===== src/rtl/stage_ex_md_pkg.sv =====
// Shared encodings for the execute stage with the RV32M multiply/divide unit:
// ALU operations, operand sources, branch and md funct3 codes, md FSM states.
`timescale 1ns/1ps
package stage_ex_md_pkg;

    localparam int ALU_SRC_W = 2;

    localparam logic [ALU_SRC_W-1:0] ALU_SRC_REG = 2'd0;
    localparam logic [ALU_SRC_W-1:0] ALU_SRC_PC  = 2'd1;
    localparam logic [ALU_SRC_W-1:0] ALU_SRC_IMM = 2'd2;

    localparam logic [3:0] ALU_OP_ADD = 4'd0;
    localparam logic [3:0] ALU_OP_SUB = 4'd1;
    localparam logic [3:0] ALU_OP_AND = 4'd2;
    localparam logic [3:0] ALU_OP_XOR = 4'd3;

    localparam logic [2:0] BR_BEQ  = 3'd0;
    localparam logic [2:0] BR_BNE  = 3'd1;
    localparam logic [2:0] BR_BLT  = 3'd4;
    localparam logic [2:0] BR_BGE  = 3'd5;
    localparam logic [2:0] BR_BLTU = 3'd6;
    localparam logic [2:0] BR_BGEU = 3'd7;

    localparam logic [2:0] func3_MUL    = 3'd0;
    localparam logic [2:0] func3_MULH   = 3'd1;
    localparam logic [2:0] func3_MULHSU = 3'd2;
    localparam logic [2:0] func3_MULHU  = 3'd3;
    localparam logic [2:0] func3_DIV    = 3'd4;
    localparam logic [2:0] func3_DIVU   = 3'd5;
    localparam logic [2:0] func3_REM    = 3'd6;
    localparam logic [2:0] func3_REMU   = 3'd7;

    typedef enum logic [1:0] {
        MD_STATE_IDLE = 2'd0,
        MD_STATE_RUN  = 2'd1,
        MD_STATE_DONE = 2'd2
    } md_state_t;

endpackage


===== src/rtl/ex_muldiv_iter.sv =====
// Iterative radix-2 RV32M unit: shift-add multiply, restoring divide on magnitudes.
// Build option EX_FAST_MUL_EN: MUL* use a single-cycle combinational multiplier.
`timescale 1ns/1ps
module ex_muldiv_iter
    import stage_ex_md_pkg::*;
#(
    parameter int DATA_W = 32
) (
    input  logic              clk,
    input  logic              rst,
    input  logic              start,
    input  logic              abort,
    input  logic              advance,
    input  logic [2:0]        func,
    input  logic [DATA_W-1:0] op_a,
    input  logic [DATA_W-1:0] op_b,
    output logic              busy,
    output logic              done,
    output logic [DATA_W-1:0] result
);

    localparam int ITER_W = $clog2(DATA_W + 1);

    md_state_t         state;
    logic [ITER_W-1:0] iter;
    logic [2:0]        func_q;
    logic [DATA_W-1:0] acc_hi, acc_lo, mag_b;
    logic              res_neg, rem_neg;

    logic              div_op, a_signed, b_signed, a_neg, b_neg, div_zero, div_ovf;
    logic [DATA_W-1:0] mag_a_in, mag_b_in;
    logic [DATA_W:0]   mul_sum, div_shift;
    logic              div_ge;
    logic [2*DATA_W-1:0] prod;
    logic [DATA_W-1:0] quo, rem;

    always_comb begin
        div_op   = func[2];
        a_signed = (func == func3_MULH) || (func == func3_MULHSU) ||
                   (func == func3_DIV)  || (func == func3_REM);
        b_signed = (func == func3_MULH) || (func == func3_DIV) || (func == func3_REM);
        a_neg    = a_signed & op_a[DATA_W-1];
        b_neg    = b_signed & op_b[DATA_W-1];
        mag_a_in = a_neg ? -op_a : op_a;
        mag_b_in = b_neg ? -op_b : op_b;
        div_zero = div_op & (op_b == '0);
        div_ovf  = div_op & a_signed & (op_a == {1'b1, {(DATA_W-1){1'b0}}}) & (op_b == '1);
    end

    // acc_hi/acc_lo are product hi/lo for multiply and remainder/quotient for divide
    always_comb begin
        mul_sum   = {1'b0, acc_hi} + (acc_lo[0] ? {1'b0, mag_b} : {(DATA_W+1){1'b0}});
        div_shift = {acc_hi, acc_lo[DATA_W-1]};
        div_ge    = div_shift >= {1'b0, mag_b};
        prod      = res_neg ? -{acc_hi, acc_lo} : {acc_hi, acc_lo};
        quo       = res_neg ? -acc_lo : acc_lo;
        rem       = rem_neg ? -acc_hi : acc_hi;
        case (func_q)
            func3_MUL:                              result = prod[DATA_W-1:0];
            func3_MULH, func3_MULHSU, func3_MULHU:  result = prod[2*DATA_W-1:DATA_W];
            func3_DIV, func3_DIVU:                  result = quo;
            default:                                result = rem;
        endcase
    end

    assign busy = (state == MD_STATE_RUN);
    assign done = (state == MD_STATE_DONE);

    always_ff @(posedge clk) begin
        if (rst) begin
            state   <= MD_STATE_IDLE;
            iter    <= '0;
            func_q  <= '0;
            acc_hi  <= '0;
            acc_lo  <= '0;
            mag_b   <= '0;
            res_neg <= 1'b0;
            rem_neg <= 1'b0;
        end else begin
            case (state)
                MD_STATE_IDLE: begin
                    if (start) begin
                        func_q  <= func;
                        mag_b   <= mag_b_in;
                        res_neg <= a_neg ^ b_neg;
                        rem_neg <= a_neg;
                        acc_hi  <= '0;
                        acc_lo  <= mag_a_in;
                        iter    <= ITER_W'(DATA_W);
                        state   <= MD_STATE_RUN;
                        // special cases store raw results, so sign correction is disabled
                        if (div_zero) begin
                            acc_lo  <= '1;
                            acc_hi  <= op_a;
                            res_neg <= 1'b0;
                            rem_neg <= 1'b0;
                            state   <= MD_STATE_DONE;
                        end else if (div_ovf) begin
                            acc_lo  <= op_a;
                            acc_hi  <= '0;
                            res_neg <= 1'b0;
                            rem_neg <= 1'b0;
                            state   <= MD_STATE_DONE;
                        end
`ifdef EX_FAST_MUL_EN
                        else if (!div_op) begin
                            {acc_hi, acc_lo} <= (2*DATA_W)'(mag_a_in) * (2*DATA_W)'(mag_b_in);
                            state            <= MD_STATE_DONE;
                        end
`endif
                    end
                end
                MD_STATE_RUN: begin
                    if (abort) begin
                        state <= MD_STATE_IDLE;
                    end else begin
                        if (!func_q[2]) begin
                            acc_hi <= mul_sum[DATA_W:1];
                            acc_lo <= {mul_sum[0], acc_lo[DATA_W-1:1]};
                        end else begin
                            acc_hi <= div_ge ? (div_shift[DATA_W-1:0] - mag_b) : div_shift[DATA_W-1:0];
                            acc_lo <= {acc_lo[DATA_W-2:0], div_ge};
                        end
                        iter <= iter - 1'b1;
                        if (iter == ITER_W'(1)) state <= MD_STATE_DONE;
                    end
                end
                MD_STATE_DONE: begin
                    if (abort || advance) state <= MD_STATE_IDLE;
                end
                default: state <= MD_STATE_IDLE;
            endcase
        end
    end

endmodule


===== src/rtl/stage_ex_md.sv =====
// Execute stage: forwarding, ALU, branch resolution and EX/MM pipeline register,
// plus the ex_muldiv_iter RV32M unit (build option EX_FAST_MUL_EN speeds up MUL*).
`timescale 1ns/1ps
module stage_ex_md
    import stage_ex_md_pkg::*;
#(
    parameter int DATA_W      = 32,
    parameter int REG_ADDR_W  = 5,
    parameter int INST_ADDR_W = 32
) (
    input  logic                   clk,
    input  logic                   rst,
    input  logic                   en,
    input  logic                   stall,
    input  logic                   flush,
    input  logic [INST_ADDR_W-1:0] pc,
    input  logic                   is_load,
    input  logic                   is_store,
    input  logic                   reg_wr,
    input  logic                   is_jump,
    input  logic                   is_branch,
    input  logic [REG_ADDR_W-1:0]  reg_addr_rd,
    input  logic [REG_ADDR_W-1:0]  reg_addr_r1,
    input  logic [REG_ADDR_W-1:0]  reg_addr_r2,
    input  logic [3:0]             alu_op,
    input  logic [ALU_SRC_W-1:0]   alu_src_arg1,
    input  logic [ALU_SRC_W-1:0]   alu_src_arg2,
    input  logic [DATA_W-1:0]      imm,
    input  logic [DATA_W-1:0]      reg_data_r1,
    input  logic [DATA_W-1:0]      reg_data_r2,
    input  logic [2:0]             branch_type,
    input  logic                   is_md,
    input  logic [2:0]             md_func,
    input  logic                   ffw_EX_reg_wr,
    input  logic                   ffw_MM_reg_wr,
    input  logic [REG_ADDR_W-1:0]  ffw_EX_reg_addr_rd,
    input  logic [REG_ADDR_W-1:0]  ffw_MM_reg_addr_rd,
    input  logic [DATA_W-1:0]      ffw_EX_reg_data_rd,
    input  logic [DATA_W-1:0]      ffw_MM_reg_data_rd,
    output logic                   stall_req,
    output logic                   jump,
    output logic [DATA_W-1:0]      jump_addr,
    output logic [DATA_W-1:0]      mem_addr,
    output logic                   out_reg_wr,
    output logic                   out_is_load,
    output logic                   out_is_store,
    output logic                   out_flush,
    output logic [REG_ADDR_W-1:0]  out_reg_addr_rd,
    output logic [DATA_W-1:0]      out_reg_data_rd,
    output logic [DATA_W-1:0]      out_alu_mem_addr
);

    logic [DATA_W-1:0] r1_fwd, r2_fwd, arg1, arg2, alu_res, link, md_result, wb_data;
    logic              br_taken, md_busy, md_done, md_start, advance, bubble;

    always_comb begin
        if (ffw_EX_reg_wr && ffw_EX_reg_addr_rd == reg_addr_r1)      r1_fwd = ffw_EX_reg_data_rd;
        else if (ffw_MM_reg_wr && ffw_MM_reg_addr_rd == reg_addr_r1) r1_fwd = ffw_MM_reg_data_rd;
        else                                                          r1_fwd = reg_data_r1;
        if (ffw_EX_reg_wr && ffw_EX_reg_addr_rd == reg_addr_r2)      r2_fwd = ffw_EX_reg_data_rd;
        else if (ffw_MM_reg_wr && ffw_MM_reg_addr_rd == reg_addr_r2) r2_fwd = ffw_MM_reg_data_rd;
        else                                                          r2_fwd = reg_data_r2;
    end

    always_comb begin
        case (alu_src_arg1)
            ALU_SRC_PC:  arg1 = DATA_W'(pc);
            ALU_SRC_IMM: arg1 = imm;
            default:     arg1 = r1_fwd;
        endcase
        case (alu_src_arg2)
            ALU_SRC_PC:  arg2 = DATA_W'(pc);
            ALU_SRC_IMM: arg2 = imm;
            default:     arg2 = r2_fwd;
        endcase
        case (alu_op)
            ALU_OP_SUB: alu_res = arg1 - arg2;
            ALU_OP_AND: alu_res = arg1 & arg2;
            ALU_OP_XOR: alu_res = arg1 ^ arg2;
            default:    alu_res = arg1 + arg2;
        endcase
        case (branch_type)
            BR_BEQ:  br_taken = (r1_fwd == r2_fwd);
            BR_BNE:  br_taken = (r1_fwd != r2_fwd);
            BR_BLT:  br_taken = ($signed(r1_fwd) <  $signed(r2_fwd));
            BR_BGE:  br_taken = ($signed(r1_fwd) >= $signed(r2_fwd));
            BR_BLTU: br_taken = (r1_fwd <  r2_fwd);
            BR_BGEU: br_taken = (r1_fwd >= r2_fwd);
            default: br_taken = 1'b0;
        endcase
        link = DATA_W'(pc) + DATA_W'(32'd4);
    end

    assign jump      = (is_jump | (is_branch & br_taken)) & ~flush;
    assign jump_addr = alu_res;
    assign mem_addr  = alu_res;

    // the md instruction stays at our inputs until the unit reaches DONE
    assign advance   = en & ~stall;
    assign md_start  = ~md_busy & ~md_done & is_md & ~flush & en;
    assign stall_req = md_start | md_busy;
    assign bubble    = flush | (is_md & ~md_done);

    ex_muldiv_iter #(.DATA_W(DATA_W)) u_muldiv (
        .clk     (clk),
        .rst     (rst),
        .start   (md_start),
        .abort   (flush),
        .advance (advance),
        .func    (md_func),
        .op_a    (r1_fwd),
        .op_b    (r2_fwd),
        .busy    (md_busy),
        .done    (md_done),
        .result  (md_result)
    );

    always_comb begin
        if (is_md)         wb_data = md_result;
        else if (is_jump)  wb_data = link;
        else if (is_store) wb_data = r2_fwd;
        else               wb_data = alu_res;
    end

    always_ff @(posedge clk) begin
        if (rst) begin
            out_reg_wr       <= 1'b0;
            out_is_load      <= 1'b0;
            out_is_store     <= 1'b0;
            out_flush        <= 1'b1;
            out_reg_addr_rd  <= '0;
            out_reg_data_rd  <= '0;
            out_alu_mem_addr <= '0;
        end else if (advance) begin
            out_reg_wr       <= reg_wr & ~bubble;
            out_is_load      <= is_load & ~bubble;
            out_is_store     <= is_store & ~bubble;
            out_flush        <= bubble;
            out_reg_addr_rd  <= reg_addr_rd;
            out_reg_data_rd  <= wb_data;
            out_alu_mem_addr <= alu_res;
        end
    end

endmodule


===== config.mk =====
export PLATFORM = sky130hd
export DESIGN_NAME = stage_ex_md
export DESIGN_NICKNAME = d
export VERILOG_FILES = /design/src/rtl/stage_ex_md_pkg.sv /design/src/rtl/ex_muldiv_iter.sv /design/src/rtl/stage_ex_md.sv
export SDC_FILE = /design/constraint.sdc
export NUM_CORES = 1
export LEC_CHECK = 0
export CAP_MARGIN = 20
export CORE_AREA = 3 3 224 226
export CTS_BUF_LIST = sky130_fd_sc_hd__clkbuf_4 sky130_fd_sc_hd__clkbuf_8
export DETAILED_ROUTE_END_ITERATION = 12
export DIE_AREA = 0 0 227 229
export HOLD_SLACK_MARGIN = 0.08
export PLACE_DENSITY = 0.75
export REMOVE_ABC_BUFFERS = 1
export SYNTH_ARGS = -nofsm -noshare
export SYNTH_HDL_FRONTEND = slang
export SYNTH_SLANG_ARGS = --single-unit

===== constraint.sdc =====
create_clock -name clk -period 14.9 [get_ports clk]
set_input_delay 4.47 -clock clk [delete_from_list [all_inputs] [get_ports clk]]
set_output_delay 4.47 -clock clk [all_outputs]
set_load 0.005 [all_outputs]

Yosys cells after proc, flatten, opt, wreduce, memory -nomap -nowiden
Index checks and enable logic that the tools add are counted.

word-level totals
  flip-flop bits (word level) = 182
  input port bits = 244
  output and inout bits = 139

cells by class
  $add $sub $neg = 11
  magnitude comparators = 5
  equal/unequal tests = 36
  muxes and demuxes = 44
  bitwise operators = 28
  reduce and logical (&&, ||, !) cells = 20

operators with widths
  cell                                            count
  2-to-1 mux 32 bit                               22
  one-hot mux 32 bit (2 select lines)             4
  one-hot mux 32 bit (3 select lines)             2
  negation 32 bit                                 4
  equality test 32 bit (second input constant)    2
  >= comparator 32 bit                            2
  less-than comparator 32 bit                     2
  2-to-1 mux 64 bit                               1
  negation 64 bit                                 1
  subtractor 32 bit                               2
  adder 32 x 33 -> 33 bit                         1
  >= comparator 33 x 32 -> 1 bit                  1
  adder 32 x 3 -> 32 bit (second input constant)  1
  adder 32 bit                                    1
  AND 32 bit                                      1
  equality test 32 bit                            1
  logical NOT 32 bit                              1
  != test 32 bit                                  1
  XOR 32 bit                                      1
  equality test 3 bit (second input constant)     8
  equality test 5 bit                             4
  AND 1 bit                                       17
  2-to-1 mux 2 bit                                6
  2-to-1 mux 6 bit                                2
  other kinds (27)                                56

Logic depth before layout (Yosys ltp)
  depth in word-level cells = 11
  mapped depth = 29

Hierarchy
From an unflattened synthesis, not the netlist that was laid out.

second synthesis, totals
  cell total of the unflattened synthesis = 3,501
  area total of the unflattened synthesis = 24,661.2 µm²

by module, submodules not included
  module          instances  cells each  area each (µm²)
  ex_muldiv_iter  1          1,801       12,783.5
  stage_ex_md     1          1,700       11,877.6

Worst setup path after synthesis
OpenSTA, ideal clock, no wires.

  kind = input to output
  start point = input port alu_src_arg2[0]
  end point = output port mem_addr[31]
  data arrival time = 10,063 ps
  required time = 10,430 ps
  slack = 367 ps
  stages = 26
  cells stage by stage = inv_1 > ha_1 > clkbuf_1 > clkbuf_1 > clkbuf_1 > clkbuf_1 > a21oi_1 > inv_1 > ha_1 > inv_1 > nor4_1 > nand3_1 > o41ai_1 > xor2_1 > ha_1 > and3_1 > and4_1 > a32oi_1 > nand4_1 > and4b_1 > o31a_1 > o21a_1 > nor2_1 > xnor3_1 > a21oi_1 > buf_4

on the way
  word-level cells in the longest chain between the ends = 4

RTL lines
  what                                                                        RTL line           text
  from (decl)                                                                 stage_ex_md.sv:27  input logic [ALU_SRC_W-1:0] alu_src_arg2,
  equality test 2 bit / equality test 2 x 1 -> 1 bit (equally long branches)  stage_ex_md.sv:71  case (alu_src_arg2)
  one-hot mux 32 bit (2 select lines) (*)                                     stage_ex_md.sv:71
  adder 32 bit (tied with other cells)                                        stage_ex_md.sv:80  default: alu_res = arg1 + arg2;
  one-hot mux 32 bit (3 select lines) (*)                                     stage_ex_md.sv:76  case (alu_op)
  to (decl)                                                                   stage_ex_md.sv:43  output logic [DATA_W-1:0] mem_addr,

Every way passes the cells marked *; elsewhere a longest branch is shown, timed or not.

Worst setup path in the final report
  start point = input port ffw_EX_reg_addr_rd[4]
  end point = output port jump_addr[31]

on the way
  word-level cells in the longest chain between the ends = 6

RTL lines
  what                                                           RTL line                              text
  from (decl)                                                    stage_ex_md.sv:36                     input logic [REG_ADDR_W-1:0] ffw_EX_reg_addr_rd,
  equality test 5 bit, on equally long branches                  stage_ex_md.sv:57, stage_ex_md.sv:60
  logical AND 1 bit, on equally long branches                    stage_ex_md.sv:57, stage_ex_md.sv:60
  2-to-1 mux 32 bit, on equally long branches                    stage_ex_md.sv:57, stage_ex_md.sv:60
  one-hot mux 32 bit (2 select lines), on equally long branches  stage_ex_md.sv:66, stage_ex_md.sv:71
  adder 32 bit (tied with other cells)                           stage_ex_md.sv:80
  one-hot mux 32 bit (3 select lines) (*)                        stage_ex_md.sv:76
  to (decl)                                                      stage_ex_md.sv:42                     output logic [DATA_W-1:0] jump_addr,

Marks and branches as above.

==> qor.csv <==
metric,value,unit
cts_sinks,182,
grt_overflow,0,
fin_area,0.0312,mm2
synth_area_leaders,"dfxtp_1, ha_1, xnor2_1",
report.final.slew_viol_count,0,
drc,0,
hold_violations,0,
final.period_utilization,99.8,%
required,10.43,ns
die_w,227,um
setup_viol,0,
cts_buffers,17,
cts.clk_slew.worst_paths,0.12,ns
hold_class,reg -> reg,
synth_seq_cells,182,
fin_util,64.2,%
rsz0062_at_grt,yes,
stdcell_count,4550,
multi_input_area,0.0191,mm2
cts_tree,yes,
ant_nets,0,
drt-initial-drc-count,3727,
synthArstFlopShare,0,%
via_count,30287,
synthSimpleGateAreaFrac,22.1,%
nNetsFinal,4339,
fp.dieArea,0.0520,mm2
synth_area,0.0241,mm2
syn_inst,3411,
dp_hpwl,97700,um
end_kind,output port,
layout-drive-gt1-share,13.3,%
synth_area_leader_cell,dfxtp_1,
worstSetupStartpointType,primary input,
synth-compound-area-share,31.5,%
cp.arrival,10.41,ns
finalSetupTns,0,ns
grt_use_total,45.0,%
path_class,in -> out,
grt_first_pass_wirelength,177000,um
insertion_delay,0.62,ns
leakagePower,12.5,nW
avgSynthCellArea,7.06,um2
skew,0.0236,ns
worst_slack,0.0229,ns
cts-root-buf,clkbuf_8,
port_buffers,382,
status,finished clean,
synth_xor_area_share,10.7,%
ys_seq_area_share,15.1,%
core-area,0.0485,mm2
ff_latch_area,0.00365,mm2
synth_top_family_by_area,compound AO/OA/AOI/OAI gates,
worst_pin_slew,1.19,ns
pin_count,383,
routedWlPerCell,26.7,um
yosys_warnings,0,
drt_first_pass_iters,7,
fin_crit,14.88,ns
die_y,229,um
timing.fmax,67.2,MHz
peakVddDrop,0.100,mV
synth.area.mux_share,4.10,%
routed_via_density,6.66,
postPlaceCellArea,0.0303,mm2
dpl_worst_slack,-0.452,ns
synth_edf_count,0,
holdWs,0.464,ns
num_rows,81,
cts.path.max_buffers,2,
power.density,123,mW/mm2
netlist.area_leader.share,15.1,%
start_util,49.6,%
grt_pass1_vias,28387,
num-fill-cells,4562,
mostFrequentLayoutCells,"clkdlybuf4s50_1, buf_4, nor2_1",
drt-total-wl,121000,um
yosys.area_share.adder,9.65,%
p_total,3.84,mW
area_delta_synth_final,29.5,%
crit_fanout,5,
antenna_found_initial,12,
max_cap_viol_count,0,
slew_headroom,20.0,%
h-tree-depth,4,
ys_types,89,
ys.flop_type,dfxtp_1,
grt_max_degree,86,
gp_congestion,1.12,
dp.cells,4502,
-- cell usage after synthesis, types with 10 or more instances --
master and count:
nor2_1 323, a21oi_1 294, nand2_1 264, o21ai_0 230
clkbuf_1 214, xnor2_1 186, dfxtp_1 182, ha_1 181
inv_1 118, nor3_1 112, a211oi_1 111, xor2_1 106
nand3_1 95, mux2i_1 92, a21o_1 83, a22oi_1 64
a31oi_1 59, a221oi_1 43, o31ai_1 38, nand4_1 36
nor4_1 36, o211ai_1 35, buf_4 32, and2_1 31
nor2b_1 31, nand2b_1 29, and3_1 27, or3_1 27
o21a_1 22, o221ai_1 21, or2_2 19, buf_1 16
a311oi_1 14, or4_1 14, and4_1 13, a31o_2 12
a21boi_0 11, a222oi_1 11, o41ai_1 11, a221o_1 10
buf_2 10
-- kinds of logic after synthesis --
kind of cell | count (synthesis)
AOI/OAI and AO/OA | 1158
xor gates and xnor gates | 293
adders and majority gates | 184
buffers and inverters | 396
DFF | 182
muxes | 98
and+or+nand+nor | 1100
-- worst paths after layout --
kind / startpoint / to / slack [ns] / cells after the start
worst max-delay path: ffw_EX_reg_addr_rd[4] / jump_addr[31] / 0.02 / 26
worst min-delay path: out_reg_data_rd[3] / out_reg_data_rd[3] / 0.46 / 2
worst max register to register: u_muldiv.acc_lo[0] / u_muldiv.acc_hi[29] / 10.30 / 15
worst min register to register: out_reg_data_rd[3] / out_reg_data_rd[3] / 0.46 / 2
-- cell type report --
| cell class | instances | area share [%] |
|---|---|---|
| clock buffer | 17 | 0.750 |
| inverter | 119 | 1.43 |
| sequential | 182 | 11.7 |
| tap | 622 | 2.50 |
| clock inverter | 15 | 0.654 |
| multi-input combinational | 2833 | 61.3 |
| antenna | 4 | 0.0321 |
| timing repair buffer | 758 | 21.7 |
-- report_power, final --
part | total (mW) | switching [mW] | internal [mW]
clock | 0.402 | 0.256 | 0.146
sequential | 0.740 | 0.165 | 0.575
combinational | 2.69 | 1.54 | 1.15
total | 3.84 | 1.96 | 1.87
-- timing repair --
action	in CTS	in global routing
buffers inserted	3	8
endpoints found under the setup margin	6	24
resized for setup	27	62
hold buffers	0	0
pin swaps	9	27
-- state kept, by name, indices dropped and copies added, names as in the netlist --
| name | flops |
|---|---|
| out_alu_mem_addr | 32 |
| out_reg_data_rd | 32 |
| u_muldiv.acc_hi | 32 |
| u_muldiv.acc_lo | 32 |
| u_muldiv.mag_b | 32 |
| u_muldiv.iter | 6 |
| out_reg_addr_rd | 5 |
| u_muldiv.func_q | 3 |
| u_muldiv.state | 2 |
| out_flush | 1 |
| out_is_load | 1 |
| out_is_store | 1 |
| out_reg_wr | 1 |
| u_muldiv.rem_neg | 1 |
| u_muldiv.res_neg | 1 |
-- worst max-delay path, stage by stage --
cell,delay (ns)
clkdlybuf4s50_1,0.49
xnor2_1,0.13
nand4_1,0.24
buf_6,0.22
buf_4,0.15
nor3_2,0.16
a31oi_1,0.08
a21o_1,0.19
or4_4,0.58
or2_2,0.34
nor2_2,0.14
nor2_1,0.06
xnor2_1,0.13
ha_1,0.29
and3_1,0.20
and4_1,0.22
buf_4,0.14
o2111ai_2,0.09
nand4_1,0.22
and4b_1,0.28
o31a_1,0.31
o21a_1,0.18
nor2_1,0.11
xnor3_1,0.27
a21oi_2,0.19
clkdlybuf4s50_1,0.53
-- metal layers --
layer	GRT usage, %	vias up	wire [um]	part of all wire (%)
li1	-	13575	-	-
met1	55.1	14078	45000	37
met5	0	-	87	0.072
met4	29.2	14	9310	7.7
met3	12.3	523	14600	12
met2	69.3	2097	52400	43
(Power assumes the default switching activity.)
